## src/rtl/pieo_dequeue_ctrl.sv

```systemverilog
// pieo_dequeue_ctrl
// Issues one-at-a-time dequeue requests to a PIEO and holds each returned
// element until the downstream consumer accepts it. Empty responses trigger a
// short backoff. Missing responses trigger a timeout. Stray responses set a
// sticky flag. A free-running time base stamps each request with the current
// time and measures the lateness of each returned element.
module pieo_dequeue_ctrl #(
  parameter int ID_LOG    = 4,
  parameter int RANK_LOG  = 4,
  parameter int TIME_LOG  = 16,
  parameter int RETRY_GAP = 2,
  parameter int MAX_WAIT  = 15
) (
  input  logic                clk,
  input  logic                rst,
  input  logic                enable,
  output logic                deq_req,
  output logic [TIME_LOG-1:0] deq_time,
  input  logic                deq_resp_valid,
  input  logic                deq_resp_found,
  input  logic [ID_LOG-1:0]   deq_resp_id,
  input  logic [RANK_LOG-1:0] deq_resp_rank,
  input  logic [TIME_LOG-1:0] deq_resp_send_time,
  output logic                out_valid,
  input  logic                out_ready,
  output logic [ID_LOG-1:0]   out_id,
  output logic [RANK_LOG-1:0] out_rank,
  output logic [TIME_LOG-1:0] out_send_time,
  output logic [TIME_LOG-1:0] out_lateness,
  output logic [TIME_LOG-1:0] now,
  output logic [15:0]         deq_count,
  output logic [15:0]         miss_count,
  output logic                err_timeout,
  output logic                err_unexpected
);

  typedef enum logic [2:0] {
    ST_IDLE,
    ST_REQ,
    ST_WAIT,
    ST_HOLD,
    ST_BACKOFF
  } state_t;

  state_t              state_reg;
  logic [3:0]          backoff_cnt_reg;
  logic [7:0]          wait_cnt_reg;
  logic [1:0]          arm_reg;
  logic [TIME_LOG-1:0] now_next;

  // deq_time is registered on the edge that enters REQ, so it takes the value
  // that now will hold during the REQ cycle.
  assign now_next = now + TIME_LOG'(1);

  // Free-running time base, wraps naturally at 2^TIME_LOG.
  always_ff @(posedge clk or posedge rst) begin
    if (rst) now <= '0;
    else     now <= now_next;
  end

  // Two-edge guard after reset release, so that no request follows reset too closely.
  always_ff @(posedge clk or posedge rst) begin
    if (rst) arm_reg <= 2'b00;
    else     arm_reg <= {arm_reg[0], 1'b1};
  end

  // Dequeue FSM with registered outputs, counters and sticky error flags.
  always_ff @(posedge clk or posedge rst) begin
    if (rst) begin
      state_reg       <= ST_IDLE;
      backoff_cnt_reg <= '0;
      wait_cnt_reg    <= '0;
      deq_req         <= 1'b0;
      deq_time        <= '0;
      out_valid       <= 1'b0;
      out_id          <= '0;
      out_rank        <= '0;
      out_send_time   <= '0;
      out_lateness    <= '0;
      deq_count       <= '0;
      miss_count      <= '0;
      err_timeout     <= 1'b0;
      err_unexpected  <= 1'b0;
    end else begin
      deq_req <= 1'b0;
      // A response is legal only while a request is outstanding.
      if (deq_resp_valid && (state_reg != ST_WAIT)) err_unexpected <= 1'b1;

      case (state_reg)
        ST_IDLE: begin
          if (enable && arm_reg[1]) begin
            state_reg <= ST_REQ;
            deq_req   <= 1'b1;
            deq_time  <= now_next;
          end
        end

        ST_REQ: begin
          state_reg    <= ST_WAIT;
          wait_cnt_reg <= '0;
        end

        ST_WAIT: begin
          if (deq_resp_valid) begin
            if (deq_resp_found) begin
              out_id        <= deq_resp_id;
              out_rank      <= deq_resp_rank;
              out_send_time <= deq_resp_send_time;
              out_lateness  <= now - deq_resp_send_time;
              out_valid     <= 1'b1;
              state_reg     <= ST_HOLD;
            end else begin
              if (miss_count != 16'hFFFF) miss_count <= miss_count + 16'd1;
              backoff_cnt_reg <= 4'(RETRY_GAP);
              state_reg       <= ST_BACKOFF;
            end
          end else if (wait_cnt_reg == 8'(MAX_WAIT - 1)) begin
            err_timeout <= 1'b1;
            state_reg   <= ST_IDLE;
          end else begin
            wait_cnt_reg <= wait_cnt_reg + 8'd1;
          end
        end

        ST_HOLD: begin
          if (out_ready) begin
            out_valid <= 1'b0;
            deq_count <= deq_count + 16'd1;
            if (enable) begin
              state_reg <= ST_REQ;
              deq_req   <= 1'b1;
              deq_time  <= now_next;
            end else begin
              state_reg <= ST_IDLE;
            end
          end
        end

        ST_BACKOFF: begin
          // The counter hits zero on the edge that leaves BACKOFF. This gives
          // RETRY_GAP backoff cycles.
          if (backoff_cnt_reg <= 4'd1) begin
            backoff_cnt_reg <= '0;
            state_reg       <= ST_IDLE;
          end else begin
            backoff_cnt_reg <= backoff_cnt_reg - 4'd1;
          end
        end

        default: state_reg <= ST_IDLE;
      endcase
    end
  end

endmodule

```

## config.mk

```make
export PLATFORM = sky130hd
export DESIGN_NAME = pieo_dequeue_ctrl
export DESIGN_NICKNAME = d
export VERILOG_FILES = /design/src/rtl/pieo_dequeue_ctrl.sv
export SDC_FILE = /design/constraint.sdc
export NUM_CORES = 1
export LEC_CHECK = 0
export BUFFER_PORTS_ARGS = -buffer_cell sky130_fd_sc_hd__buf_2
export CAP_MARGIN = 20
export CORE_ASPECT_RATIO = 0.5
export CORE_UTILIZATION = 60
export CTS_BUF_LIST = sky130_fd_sc_hd__clkbuf_8
export DETAILED_ROUTE_END_ITERATION = 6
export PLACE_DENSITY = 0.95
export SLEW_MARGIN = 20
export SYNTH_ARGS = -nofsm -noshare
export SYNTH_HDL_FRONTEND = slang
export SYNTH_SLANG_ARGS = --single-unit
export TNS_END_PERCENT = 100
```

## constraint.sdc

```tcl
create_clock -name clk -period 7.8 [get_ports clk]
set_clock_uncertainty 0.15 [all_clocks]
set_input_delay 0.78 -clock clk [delete_from_list [all_inputs] [get_ports clk]]
set_output_delay 0.78 -clock clk [all_outputs]
set_load 0.01 [all_outputs]
```

After elaboration in Yosys (flattened, before gate mapping)
Index checks and enable logic that the tools add are counted.
{"block": "op_classes", "addsub": 6, "order_cmp": 1, "eq_ne": 17, "n_mux": 27, "bitwise": 2, "reduce_logical": 16}
{"op": "adder 16 x 1 -> 16 bit (second input constant)", "n": 3}
{"op": "2-to-1 mux 16 bit", "n": 3}
{"op": "one-hot mux 16 bit (2 select lines)", "n": 1}
{"op": "2-to-1 mux 3 bit", "n": 6}
{"op": "inequality test 2 bit (second input constant)", "n": 9}
{"op": "2-to-1 mux 8 bit", "n": 2}
{"op": "inequality test 16 bit (second input constant)", "n": 1}
{"op": "one-hot mux 8 bit (2 select lines)", "n": 1}
{"op": "AND reduction 4 bit", "n": 4}
{"op": "subtractor 16 bit", "n": 1}
{"op": "one-hot mux 3 bit (5 select lines)", "n": 1}
{"op": "2-to-1 mux 4 bit", "n": 3}
{"op": "AND reduction 3 bit", "n": 4}
{"op": "adder 8 x 1 -> 8 bit (second input constant)", "n": 1}
{"op": "== test 8 x 4 -> 1 bit (second input constant)", "n": 1}
{"op": "one-hot mux 4 bit (2 select lines)", "n": 1}
{"op": "nonzero test 2 bit", "n": 4}
{"op": "2-to-1 mux 1 bit", "n": 7}
{"op": "== test 3 x 2 -> 1 bit (second input constant)", "n": 2}
{"op": "less-or-equal comparator 4 x 1 -> 1 bit (second input constant)", "n": 1}
{"op": "one-hot mux 1 bit (2 select lines)", "n": 2}
{"op": "subtractor 4 x 1 -> 4 bit (second input constant)", "n": 1}
{"op": "== test 3 x 1 -> 1 bit (second input constant)", "n": 1}
{"op": "== test 3 bit (second input constant)", "n": 1}
{"op": "other kinds (6)", "n": 8}
{"block": "word_totals", "register_bits": 125, "wordCells": 85}

Longest topological paths before layout
Gate-level depths: netlist of the first run.
{"block": "logic_depth", "word_depth": 4, "mapped_depth": 9, "depth_no_buf": 9}

Worst setup path before layout of the first run
OpenSTA, ideal clock, no wires.
{"block": "synth_path", "path_type": "input port to flip-flop", "from": "input deq_resp_send_time[0]", "to": "register out_lateness[10]", "arrival_time_ns": 2.317, "setup_slack_ns": 5.250, "stages": 8, "n_path_buf": 0, "cell_sequence": "ha_1 > fa_1 > nor2b_1 > o31ai_1 > a21oi_1 > a41oi_1 > xor2_1 > o21ai_0"}
{"block": "synth_between", "elab_chain_len": 1}
{"item": "start: declaration", "line": "23", "text": "input logic [TIME_LOG-1:0] deq_resp_send_time,"}
{"item": "subtractor 16 bit", "line": "109", "text": "out_lateness <= now - deq_resp_send_time;"}
{"item": "end signal: assignment", "line": "109"}
{"item": "end: declaration", "line": "29", "text": "output logic [TIME_LOG-1:0] out_lateness,"}
Every way passes these cells.
A chain may end at the register's enable or synchronous reset.

Final worst setup path of the first run
{"block": "layout_path", "from": "register now[0]", "to": "register out_lateness[10]"}
{"block": "layout_between", "elab_chain_len": 1}
{"item": "start: declaration", "line": "30", "text": "output logic [TIME_LOG-1:0] now,"}
{"item": "start signal: assignment", "line": "58", "text": "else now <= now_next;"}
{"item": "subtractor 16 bit", "line": "109"}
Every way passes these cells.

==> flow_results.org, run 1 <==
** Floorplan
- The floorplan step defined a die boundary enclosing 0.0104 mm^2.
- From bottom edge to top edge, the die measures 72.5 um.
- Pin placement for this block handled 138 I/O pins.
- The floorplan step set the die width to 143 um.
- In this run the core area contains 25 standard-cell rows.
- Initial standard-cell utilization of the core :: 62.4%
- The floorplan step defined a core boundary enclosing 0.00954 mm^2.

** Flow run
- The tool flagged a number of max-cap violations equal to 0.

** Final layout
- Compared with the post-synthesis result, the final layout area differs by 20.0%.
- Layout Cell Area excl Fill :: 0.00715 mm^2
- At the end of the flow, the number of nets in the layout was 770.
- Most frequent cells in the layout :: sky130_fd_sc_hd__buf_2 (137), sky130_fd_sc_hd__dfrtp_1 (125), sky130_fd_sc_hd__nand2_1 (73)
- The library cell used most frequently in the layout, excluding fill and tap cells, is sky130_fd_sc_hd__buf_2.
- Share of cells above drive strength 1 :: 27.3%
- For this run, the share of the core covered by cells in the final layout is 74.9%.
- 0 antenna diodes ended up in the layout.
- Count of filler cells inserted in the layout :: 606

** Route
- The detail route stage leaves a number of antenna-violating nets equal to 0.
- Via count normalized by instance count :: 5.61
- Detailed routing inserted a total of 4848 vias.
- After detailed routing, the number of remaining DRC violations is 0.
- Post-detailed-route wirelength per cell :: 15.5 um
- Final wirelength :: 13400 um
- For this run, the detailed router's first-pass iteration total came to 5.
- Detailed Route Iter0 Violations :: 316

** Clocking
- Clock root buffer :: sky130_fd_sc_hd__clkbuf_8
- The H-tree was split into 4 levels.
- After clock tree synthesis, the setup repair step added 0 buffers.
- Clock tree from TritonCTS :: done
- Num CTS Buffers :: 17
- In this run the deepest clock path goes through 2 buffers.
- Post-CTS repair changed the size of 0 cells.
- Post-CTS Hold Fix Bufs :: 0
- For this design, the sink count on the clock tree is 125.
- Source-to-sink clock delay at the later pin of the worst-skew pair :: 0.43 ns
- Clock-pin slew on the worst setup and hold paths :: 0.07 ns

** Yosys
- Total number of yosys warnings :: 0
- Most instantiated flip-flop cell in the synthesis netlist :: sky130_fd_sc_hd__dfrtp_1
- Share of synthesized registers carrying an async set or reset :: 100%
- After synthesis, flip-flops and latches occupy 52.5% of the total area.
- Cells after Synth :: 577
- The synthesized design contains 125 register bits.
- Yosys mapped the design onto 50 distinct sky130hd cell types.
- Dividing the synthesized area by the synthesized cell count gives 10.3 um^2.
- Yosys mapped a number of flops with a built-in enable equal to 0.
- Net count after synthesis :: 630
- Synth Cell Area :: 0.00596 mm^2

** Placed design
- Post-placement cell area :: 0.00675 mm^2
- The congestion estimate from routability-driven global placement came to 0.881.
- HPWL reported at the end of detailed placement :: 9610 um
- Setup slack at placement :: 4.87 ns
- Quantity of I/O buffers inserted on ports :: 137

** STA
- Total negative slack for setup checks :: 0 ns
- Final worst-path cycle share :: 33.4%
- Setup repair after global routing left no endpoint under its margin.
- For the finished layout, the period the worst path requires is 2.61 ns.
- Min setup slack post-route :: 5.19 ns
- Final Setup Violations :: 0
- Final Slew Violations :: 0
- Slew of the pin with the lowest slew margin :: 0.838 ns
- The number of endpoints with negative hold slack in the final report was 0.
- Measured against its own limit, the worst slew margin works out to 44.0%.
- Highest clock rate :: 0.384 GHz

** Power and ir drop
- Power density normalized to cell area :: 283 mW/mm^2
- In this run the static leakage power is 0.00373 uW.
- Maximum resistive drop on vdd :: 0.138 mV

** Global routing
- Pin count of the biggest net entering global routing :: 87
- Summed over all layers, the global routing overflow is 0.
- Vias in the first global route :: 4692
- Number of antenna violations at the first check in global routing :: 0
- In the global route stage, overall resource usage came out at 27.8%.
- The first global-routing pass estimated 22100 um of wire.

** Worst setup path
- Kind of end point of the critical path :: flip-flop
- Worst setup path category :: flip-flop to flip-flop
- At the worst endpoint, the arrival time is 2.80 ns.
- For the worst setup path, the data required time is 8.00 ns.
- Along the worst path, the maximum fanout reaches 6.
- The worst setup path is launched from a flip-flop.

** Worst hold path
- The tightest min-delay check is of the flip-flop to flip-flop type.

** Outcome
- The flow ran to the end, and the final reports show no timing, DRC or antenna violations.
final timing paths:
path	end	startpoint	slack, ns	depth (start not counted)
max in group asynchronous	out_lateness[15]	rst	6.16	3
max reg2reg	out_lateness[10]	now[0]	5.19	9
min	arm_reg[1]	arm_reg[0]	0.21	0
max	out_lateness[10]	now[0]	5.19	9
min reg2reg	arm_reg[1]	arm_reg[0]	0.21	0
min in group asynchronous	miss_count[9]	rst	0.23	2
stage by stage:
stage | total power, uW | std cells | hold WS (ns)
finish | 2020 | 864 | 0.214
global route | 2150 | 864 | 0.253
CTS | 2030 | 864 | 0.217
detailed placement | 1460 | 833 | 0.198
global placement | 1420 | 833 | 0.183
floorplan | 1250 | 577 | 0.181
critical path, stage by stage, from the launching register on:
cell	delay (ns)
sky130_fd_sc_hd__dfrtp_1	0.45
sky130_fd_sc_hd__inv_1	0.10
sky130_fd_sc_hd__ha_1	0.23
sky130_fd_sc_hd__fa_1	0.41
sky130_fd_sc_hd__nor2b_1	0.17
sky130_fd_sc_hd__o31ai_1	0.12
sky130_fd_sc_hd__a21oi_1	0.40
sky130_fd_sc_hd__a41oi_1	0.19
sky130_fd_sc_hd__xor2_1	0.16
sky130_fd_sc_hd__o21ai_0	0.13
synthesized netlist by cell type (7+ instances only):
library cell | instances | area share, %
sky130_fd_sc_hd__nor2_1 | 32 | 2.0
sky130_fd_sc_hd__xnor2_1 | 30 | 4.4
sky130_fd_sc_hd__mux2_2 | 27 | 5.1
sky130_fd_sc_hd__nand4_1 | 8 | 0.84
sky130_fd_sc_hd__nand3_1 | 20 | 1.7
sky130_fd_sc_hd__xor2_1 | 20 | 2.9
sky130_fd_sc_hd__a31oi_1 | 7 | 0.74
sky130_fd_sc_hd__clkbuf_1 | 14 | 0.88
sky130_fd_sc_hd__o31ai_1 | 9 | 1.1
sky130_fd_sc_hd__dfrtp_1 | 125 | 53
sky130_fd_sc_hd__and3_1 | 10 | 1.1
sky130_fd_sc_hd__nand2_1 | 74 | 4.7
sky130_fd_sc_hd__ha_1 | 22 | 4.6
sky130_fd_sc_hd__inv_1 | 30 | 1.9
sky130_fd_sc_hd__o21ai_0 | 56 | 4.7
sky130_fd_sc_hd__a21oi_1 | 21 | 1.8
sky130_fd_sc_hd__nor3_1 | 10 | 0.84
logic make-up after synthesis:
logic type / after synthesis / synth area share, %
AND/OR/NAND/NOR: 186 / 15.2
flip-flops: 125 / 52.5
AO/OA/AOI/OAI: 115 / 11.3
XOR/XNOR: 50 / 7.35
buffers and inverters: 48 / 3.19
multiplexers: 29 / 5.44
adder cells (fa/ha/maj): 23 / 4.96
other: 1 / 0.0630
metal layers:
layer / up-vias / wire length [um] / GRT usage [%]
li1: 2282 / - / -
met1: 2334 / 5520 / 33.3
met2: 188 / 6780 / 47.9
met3: 44 / 635 / 5.74
met4: 0 / 463 / 15.5
met5: - / 0 / 0
layout make-up:
type,instances,area [um^2],area share [%]
clock inverter,12,131,1.84
clock buffer,19,262,3.66
tap,135,169,2.36
sequential,125,3130,43.8
multi-input combinational,404,2640,36.9
inverter,30,115,1.61
timing repair buffer,139,704,9.85
where the power goes:
group          internal, uW  switching (uW)
Combinational           234             306
Sequential              802             111
Clock                   324             245
Total                  1360             661
No activity file was read; power rests on OpenSTA's default activity.
==> inputs of run 2 (changes only) <==
Settings changed: ABC_AREA from default to 1, CORE_UTILIZATION 60 to 57, PLACE_DENSITY 0.95 to 0.94.
Clock period 7.8 ns to 2.7 ns, I/O delays scaled along.
==> flow_results.org, run 2 <==
** Outcome
- Outcome :: complete, no violations (unchanged)

** Yosys
- The number of storage elements in the synthesis netlist is 125 (unchanged).
- Cells after Synth :: 834 (was 577)
- Leading area contributor after synthesis :: sky130_fd_sc_hd__dfrtp_1 (unchanged)
- Post-Syn Area per Cell :: 7.88 um^2 (was 10.3 um^2)
- Cell types occupying the most area after synthesis :: sky130_fd_sc_hd__dfrtp_1 (48%), sky130_fd_sc_hd__nand2_1 (18%), sky130_fd_sc_hd__inv_1 (6.1%) (was sky130_fd_sc_hd__dfrtp_1 (53%), sky130_fd_sc_hd__mux2_2 (5.1%), sky130_fd_sc_hd__o21ai_0 (4.7%))
- The leading register cell type out of synthesis is sky130_fd_sc_hd__dfrtp_1 (unchanged).
- Count leader, synth :: sky130_fd_sc_hd__nand2_1 (was sky130_fd_sc_hd__dfrtp_1)
- Total number of yosys warnings :: 0 (unchanged)
- Share of synthesized registers carrying an async set or reset :: 100% (unchanged)
- The cell area after synthesis is 0.00658 mm^2 (was 0.00596 mm^2).
- Seq/Total Area, Yosys :: 47.6% (was 52.5%)
- The top cell type's share of synthesized area came to 47.6% (was 52.5%).
- EDFF count, synth :: 0 (unchanged)
- Most numerous cell types in the synthesized netlist :: sky130_fd_sc_hd__nand2_1 (308), sky130_fd_sc_hd__dfrtp_1 (125), sky130_fd_sc_hd__inv_1 (106) (was sky130_fd_sc_hd__dfrtp_1 (125), sky130_fd_sc_hd__nand2_1 (74), sky130_fd_sc_hd__o21ai_0 (56))
- Net count after synthesis :: 887 (was 630)
- Post-synthesis cell type count :: 36 (was 50)

** Final layout
- The count of inserted antenna diode cells came to 0 (unchanged).
- Layout Cell Area excl Fill :: 0.00805 mm^2 (was 0.00715 mm^2)
- The fraction of final layout cells sized beyond drive strength 1 was 19.1% (was 27.3%).
- The number of filler instances in the final layout was 814 (was 606).
- Most frequent cells in the layout :: sky130_fd_sc_hd__nand2_1 (308), sky130_fd_sc_hd__buf_2 (137), sky130_fd_sc_hd__dfrtp_1 (125) (was sky130_fd_sc_hd__buf_2 (137), sky130_fd_sc_hd__dfrtp_1 (125), sky130_fd_sc_hd__nand2_1 (73))
- The leading cell type in the layout, fill and taps excluded was sky130_fd_sc_hd__nand2_1 (was sky130_fd_sc_hd__buf_2).
- Layout net count :: 1061 (was 770)
- Area Growth Syn to Fin :: 22.4% (was 20.0%)

** Worst setup path
- Family with the most delay on the worst path :: buffers and inverters (was compound AO/OA/AOI/OAI gates)
- Maximum fanout encountered on the critical timing path :: 5 (was 6)
- Chain of cells forming the critical path :: dlygate4sd3_1 > buf_2 > inv_1 > ha_1 > nand2_1 > inv_1 > nand2_1 > nand2_1 > a21oi_1 > nand2_1 > nand2_1 > nand3_1 > nand2_1 (was inv_1 > ha_1 > fa_1 > nor2b_1 > o31ai_1 > a21oi_1 > a41oi_1 > xor2_1 > o21ai_0)
- The count of buffering cells on the critical path with inverters included is 4 (was 1).
- The cell with the largest stage delay on the worst path was sky130_fd_sc_hd__dlygate4sd3_1 (was sky130_fd_sc_hd__dfrtp_1).
- The arrival time at the worst endpoint came to 2.33 ns (was 2.80 ns).
- The startpoint of the lowest-slack register-to-register path is now[0] (unchanged).
- CP most frequent cell :: sky130_fd_sc_hd__nand2_1
- The critical register-to-register path endpoint was out_lateness[8] (was out_lateness[10]).
- Max incr delay on CP :: 0.54 ns (was 0.45 ns)
- The worst reg-to-reg setup slack was 0.67 ns (was 5.19 ns).
- Element type at the critical path start :: primary input (was flip-flop)
- Worst setup path category :: primary input to flip-flop (was flip-flop to flip-flop)
- The critical path data required time is 2.93 ns (was 8.00 ns).
- Critical path endpoint :: out_lateness[15] (was out_lateness[10])
- The worst setup path startpoint is deq_resp_send_time[9] (was now[0]).
- Kind of end point of the critical path :: flip-flop (unchanged)
- The cell count of the worst reg-to-reg path was 11 (was 9).
- The logic depth of the worst path, buffers included came to 13 (was 9).

** Placed design
- The placed cell area is 0.00741 mm^2 (was 0.00675 mm^2).
- Setup slack at placement :: 0.733 ns (was 4.87 ns)
- The sum of net half-perimeters after detailed placement came to 10900 um (was 9610 um).
- Quantity of I/O buffers inserted on ports :: 137 (unchanged)
- Placer congestion estimate :: 0.928 (was 0.881)

** Route
- The number of DRC violations after detailed routing came to 0 (unchanged).
- The via total after detailed routing was 6095 (was 4848).
- The iteration count of the initial detailed-routing pass came to 6 (was 5).
- The iteration-0 DRC count of the detailed router came to 469 (was 316).
- The per-cell via count in the routed design was 5.23 (was 5.61).
- The number of routed nets with antenna violations is 0 (unchanged).
- The routed length per instance is 13.6 um (was 15.5 um).
- The wire length after detailed routing is 15900 um (was 13400 um).

** STA
- Setup repair after global routing missed its margin :: no (unchanged)
- The setup TNS came to 0 ns (unchanged).
- The final number of max-transition violations is 0 (unchanged).
- The post-route worst hold slack came to 0.0308 ns (was 0.214 ns).
- Dividing the final minimum period by the clock period gives 77.6%.
- Slew of the pin with the lowest slew margin :: 0.650 ns (was 0.838 ns)
- Final Setup Violations :: 0 (unchanged)
- Min setup slack post-route :: 0.605 ns (was 5.19 ns)
- The number of endpoints with negative hold slack in the final report was 0 (unchanged).
- Minimum clock period after layout :: 2.10 ns
- For this run, the top clock speed supported by timing is 0.477 GHz.
- Max transition margin :: 56.7% (was 44.0%)

** Floorplan
- DIE WIDTH :: 154 um (was 143 um)
- The boundary pin count is 138 (unchanged).
- The number of standard-cell rows in the floorplan was 27 (was 25).
- The die outline area was 0.0120 mm^2 (was 0.0104 mm^2).
- The die height was 77.9 um (was 72.5 um).
- Core Footprint :: 0.0111 mm^2 (was 0.00954 mm^2)
- The starting density of the core was 59.2% (was 62.4%).

** Clocking
- CTS-repair resized insts :: 0 (unchanged)
- Clock-pin slew on the worst setup and hold paths :: 0.08 ns (was 0.07 ns)
- The depth of the CTS H-tree was 4 (unchanged).
- The number of buffers added by the clock tree synthesis step is 17 (unchanged).
- Clock root buffer :: sky130_fd_sc_hd__clkbuf_8 (unchanged)
- The CTS tree is done (unchanged).
- The insertion delay of the later-clocked pin in the worst-skew pair is 0.44 ns (was 0.43 ns).
- Max clock buf depth :: 2 (unchanged)
- The number of clock sinks is 125 (unchanged).

** Power and ir drop
- The total power density per cell area came to 805 mW/mm^2 (was 283 mW/mm^2).
- Internal power component :: 3940 uW (was 1360 uW)
- Maximum resistive drop on vdd :: 0.473 mV (was 0.138 mV)
- Reported net switching power :: 2540 uW (was 661 uW)
- The proportion of power drawn by flip-flops and latches came to 43.0% (was 45.2%).
- Combinational share of power :: 32.6% (was 26.7%)
- Switching share of power :: 39.2% (was 32.7%)
- The cell leakage power came to 0.00450 uW (was 0.00373 uW).
- Clock network fraction of design power :: 24.4% (was 28.1%)

** Global routing
- Number of antenna violations at the first check in global routing :: 0 (unchanged)
- The wire length of the first global-routing pass came to 26400 um (was 22100 um).
- The number of global-route vias before repair is 5832 (was 4692).
- Pin count of the biggest net entering global routing :: 126 (was 87)
- The total overflow reported by the global router was 0 (unchanged).
- The combined global-route utilization of all metal layers came to 27.7% (was 27.8%).

** Flow run
- The number of maximum-capacitance violations was 0 (unchanged).

** Worst hold path
- The kind of path behind the tightest hold check is primary input to flip-flop (was flip-flop to flip-flop).
[run 2: worst min-delay path by stage]
stage                           from            to  cells past startpoint
after global routing          enable  state_reg[0]                      5
after detailed placement  arm_reg[0]    arm_reg[1]                      0
after floorplan           arm_reg[0]    arm_reg[1]                      0
after CTS                     enable  state_reg[0]                      5
final                         enable  state_reg[0]                      5
after global placement    arm_reg[0]    arm_reg[1]                      0
[run 2: worst register-to-register path, cell delays in order, from the launching register on]
cell and delay, ns:
sky130_fd_sc_hd__dfrtp_1 0.40, sky130_fd_sc_hd__inv_1 0.10, sky130_fd_sc_hd__ha_1 0.22, sky130_fd_sc_hd__fa_1 0.40
sky130_fd_sc_hd__inv_1 0.10, sky130_fd_sc_hd__nand3_1 0.06, sky130_fd_sc_hd__nand3_1 0.13, sky130_fd_sc_hd__nand2_1 0.09
sky130_fd_sc_hd__nand3_1 0.10, sky130_fd_sc_hd__nand2_1 0.06, sky130_fd_sc_hd__nand2_1 0.05, sky130_fd_sc_hd__o21ai_1 0.06
[run 2: logic make-up after synthesis]
kind of cell / after synthesis / synth area share [%]
flip-flops: 125 / 47.6
adder cells (fa/ha/maj): 23 / 4.49
AO/OA/AOI/OAI: 62 / 5.16
AND/OR/NAND/NOR: 455 / 29.2
other: 1 / 0.0570
XOR/XNOR: 44 / 5.86
buffers and inverters: 124 / 7.61
[run 2: cell type report]
class	instances	area, um^2	area share (%)
timing repair buffer	168	996	12.4
sequential	125	3130	38.9
tap	145	181	2.25
clock inverter	15	140	1.74
clock buffer	17	234	2.91
inverter	111	420	5.22
multi-input combinational	585	2950	36.6
[run 2: repair_timing]
action                                  in CTS  in global routing
endpoints found under the hold margin      150                  0
hold buffers                                26                  0
endpoints found under the setup margin       0                  0
setup buffers                                0                  0
[run 2: layer usage]
metal | wire length, um | vias up | part of all wire, % | global-route usage, %
met2 | 7640 | 236 | 48 | 46.6
met1 | 6810 | 2851 | 43 | 34.1
li1 | - | 2952 | - | -
met3 | 942 | 56 | 5.9 | 5.92
met4 | 521 | 0 | 3.3 | 14.1
met5 | 0 | - | 0 | 0
[run 2: power groups by stage]
stage	clock, uW	combinational, uW	sequential, uW
floorplan	0	1100	3000
global placement	0	2000	2780
detailed placement	0	2080	2810
CTS	1600	2120	2780
global route	1660	2360	2870
finish	1580	2110	2790
[run 2: through the flow]
stage                     instances  util, %  power, uW
final                          1166     72.4       6480
after detailed placement       1108     66.7       4880
after CTS                      1166     72.4       6500
after global placement         1108     66.7       4780
after floorplan                 834        -       4100
after global routing           1166     72.4       6890
==> inputs of run 3 (changes only) <==
Clock period 2.7 ns to 2.1 ns, I/O delays scaled along.
==> flow_results.org, run 3 (synthesis results as in run 2) <==
** Clocking
- Number of clock sinks :: 125 (unchanged)
- The post-CTS setup buffer count was 0 (unchanged).
- Source-to-sink clock delay at the later pin of the worst-skew pair :: 0.45 ns (was 0.44 ns)
- Max clock buf depth :: 2 (unchanged)
- Level count of the clock H-tree :: 4 (unchanged)
- Num CTS Buffers :: 17 (unchanged)
- The CTS tree was done (unchanged).
- The clock transition at the register clock pins on the worst setup and hold paths after CTS was 0.08 ns (about the same).
- The root buffer selected by CTS is sky130_fd_sc_hd__clkbuf_8 (unchanged).

** STA
- The worst relative slew slack is 57.7% (was 56.7%).
- Number of endpoints with negative hold slack in the final report :: 0 (unchanged)
- Minimum clock period after layout :: 2.02 ns
- Final worst-path cycle share :: 96.4%
- Slew of the pin with the lowest slew margin :: 0.634 ns (was 0.650 ns)
- Static timing analysis puts the maximum clock frequency at 0.494 GHz.
- Final Setup Violations :: 0 (unchanged)
- Hold slack :: 0.0683 ns (was 0.0308 ns)
- Final Slew Violations :: 0 (unchanged)

** Worst setup path
- Start point of the critical path :: now[0] (was deq_resp_send_time[9])
- The critical path's largest stage delay was 0.41 ns (was 0.54 ns).
- CP most frequent cell :: sky130_fd_sc_hd__nand3_1 (was sky130_fd_sc_hd__nand2_1)
- Element type at the critical path start :: flip-flop (was primary input)
- The startpoint of the lowest-slack register-to-register path is now[0] (unchanged).
- Slowest-stage cell, CP :: sky130_fd_sc_hd__fa_1 (was sky130_fd_sc_hd__dlygate4sd3_1)
- The critical path class is flip-flop to flip-flop (was primary input to flip-flop).
- Chain of cells forming the critical path: inv_1 > ha_1 > fa_1 > inv_1 > nand3_1 > nand3_1 > nand3_1 > nand3_1 > nand2_1 > nand3_1 > nand2_1 (was dlygate4sd3_1 > buf_2 > inv_1 > ha_1 > nand2_1 > inv_1 > nand2_1 > nand2_1 > a21oi_1 > nand2_1 > nand2_1 > nand3_1 > nand2_1).
- Kind of end point of the critical path :: flip-flop (unchanged)
- Maximum fanout encountered on the critical timing path :: 3 (was 5)
- The arrival time at the worst endpoint is 2.21 ns (was 2.33 ns).
- The critical path data required time came to 2.28 ns (was 2.93 ns).

** Global routing
- The largest net degree at the start of global routing came to 126 (unchanged).
- Number of antenna violations at the first check in global routing :: 0 (unchanged)
- The total overflow reported by the global router is 0 (unchanged).
- GRT Overall Usage :: 29.9% (was 27.7%)
- The number of global-route vias before repair came to 6042 (was 5832).
- Wire length of the first global-routing pass :: 28300 um (was 26400 um)

** Floorplan
- Vert. Die Dim :: 77.9 um (unchanged)
- Area enclosed by the die boundary :: 0.0120 mm^2 (unchanged)
- Io pins :: 138 (unchanged)
- The number of standard-cell rows in the floorplan came to 27 (unchanged).
- Initial standard-cell utilization of the core :: 59.2% (unchanged)
- The die width came to 154 um (unchanged).
- Core Footprint :: 0.0111 mm^2 (unchanged)

** Route
- The routed length per instance is 14.4 um (was 13.6 um).
- The number of routed nets with antenna violations came to 0 (unchanged).
- The number of DRC violations after detailed routing was 0 (unchanged).
- Via count of the routed design :: 6159 (was 6095)
- Detailed Route Iter0 Violations :: 557 (was 469)
- The iteration count of the initial detailed-routing pass came to 5 (was 6).
- Final wirelength :: 16900 um (was 15900 um)
- Via count normalized by instance count :: 5.26 (was 5.23)

** Flow run
- Max-cap check violation count :: 0 (unchanged)

** Placed design
- Quantity of I/O buffers inserted on ports :: 137 (unchanged)
- HPWL reported at the end of detailed placement :: 11100 um (was 10900 um)
- The routability-driven placement congestion ratio came to 0.894 (was 0.928).
- Placed Instances :: 1112 (was 1108)
- Post-placement cell area :: 0.00744 mm^2 (was 0.00741 mm^2)

** Final layout
- Most frequent cells in the layout :: sky130_fd_sc_hd__nand2_1 (307), sky130_fd_sc_hd__buf_2 (137), sky130_fd_sc_hd__dfrtp_1 (125) (was sky130_fd_sc_hd__nand2_1 (308), sky130_fd_sc_hd__buf_2 (137), sky130_fd_sc_hd__dfrtp_1 (125))
- The count of inserted antenna diode cells was 0 (unchanged).
- Share of cells above drive strength 1 :: 20.0% (was 19.1%)
- Layout Cell Area excl Fill :: 0.00819 mm^2 (was 0.00805 mm^2)
- The leading cell type in the layout, fill and taps excluded is sky130_fd_sc_hd__nand2_1 (unchanged).
- The area occupied by registers came to 0.00313 mm^2 (unchanged).
- Post-route non-filler standard cell count :: 1172 (was 1166)
- Area of the multi-input gates :: 0.00299 mm^2 (was 0.00295 mm^2)
- Area Growth Syn to Fin :: 24.6% (was 22.4%)
- The number of filler instances in the final layout is 817 (was 814).
- Layout net count :: 1068 (was 1061)

** Power and ir drop
- The cell leakage power is 0.00456 uW (was 0.00450 uW).
- Combinational share of power :: 32.2% (was 32.6%)
- Power density normalized to cell area :: 1060 mW/mm^2 (was 805 mW/mm^2)
- The reported net switching power came to 3270 uW (was 2540 uW).
- Switching share of power :: 37.6% (was 39.2%)
- The proportion of power drawn by flip-flops and latches came to 41.4% (was 43.0%).
- Clock network fraction of design power :: 26.4% (was 24.4%)
- The cell internal power dissipation came to 5430 uW (was 3940 uW).
- The peak ir drop on the vdd network came to 0.580 mV (was 0.473 mV).

** Outcome
- Outcome: complete, no violations (unchanged).

** Worst hold path
- The kind of path behind the tightest hold check is primary input to flip-flop (unchanged).
- The launch instance of the worst min-delay path was deq_resp_found (was enable).
-- run 3: layout make-up --
type                    count  share of cell area [%]
clock buffers              17                    2.86
clock inverters            14                    2.40
repair buffers            174                    12.8
multi-input cells         586                    36.4
inverters                 111                    5.13
well taps                 145                    2.21
flip-flops and latches    125                    38.2
-- run 3: critical path, delay by kind of cell (launching register included) --
kind | cells | cell delay (ns)
AND/OR/NAND/NOR | 7 | 0.61
flip-flops | 1 | 0.37
adder cells (fa/ha/maj) | 2 | 0.63
buffers and inverters | 2 | 0.17
-- run 3: layer usage --
layer  track usage, %  routed length [um]  vias to the layer above
li1                 -                   -                     2959
met1             36.1                7240                     2906
met2             51.4                8180                      239
met3             7.49                 956                       55
met4             12.4                 491                        0
met5                0                   0                        -
-- run 3: path summary, 6_finish.rpt --
kind                                         end  slack, ns  cells after the start
min in group asynchronous        wait_cnt_reg[2]       0.36                      4
worst max-delay path            out_lateness[12]       0.08                     11
worst min-delay path                   out_valid       0.07                      4
max in group asynchronous            out_rank[3]       0.99                      4
worst max register to register  out_lateness[12]       0.08                     11
worst min register to register        arm_reg[1]       0.19                      0
-- run 3: power by group through the flow --
stage,sequential (uW),combinational [uW],clock [uW]
CTS,3580,2770,2310
floorplan,3860,1410,0
detailed placement,3610,2710,0
finish,3600,2800,2300
global placement,3570,2600,0
global route,3690,3120,2430
-- run 3: repair_timing --
item | CTS | global route
endpoints found under the setup margin | 0 | 3
gates resized for setup | 0 | 6
hold buffers | 28 | 0
hold endpoints to repair | 153 | 0
-- run 3: through the flow --
stage / power [uW] / setup TNS (ns) / setup WS [ns] / util, %
CTS: 8660 / 0 / 0.115 / 73.4
global route: 9240 / -0.00337 / -0.00337 / 73.7
floorplan: 5270 / 0 / 0.201 / -
detailed placement: 6330 / 0 / 0.137 / 67.0
finish: 8700 / 0 / 0.0751 / 73.7
global placement: 6170 / 0 / 0.246 / 67.0
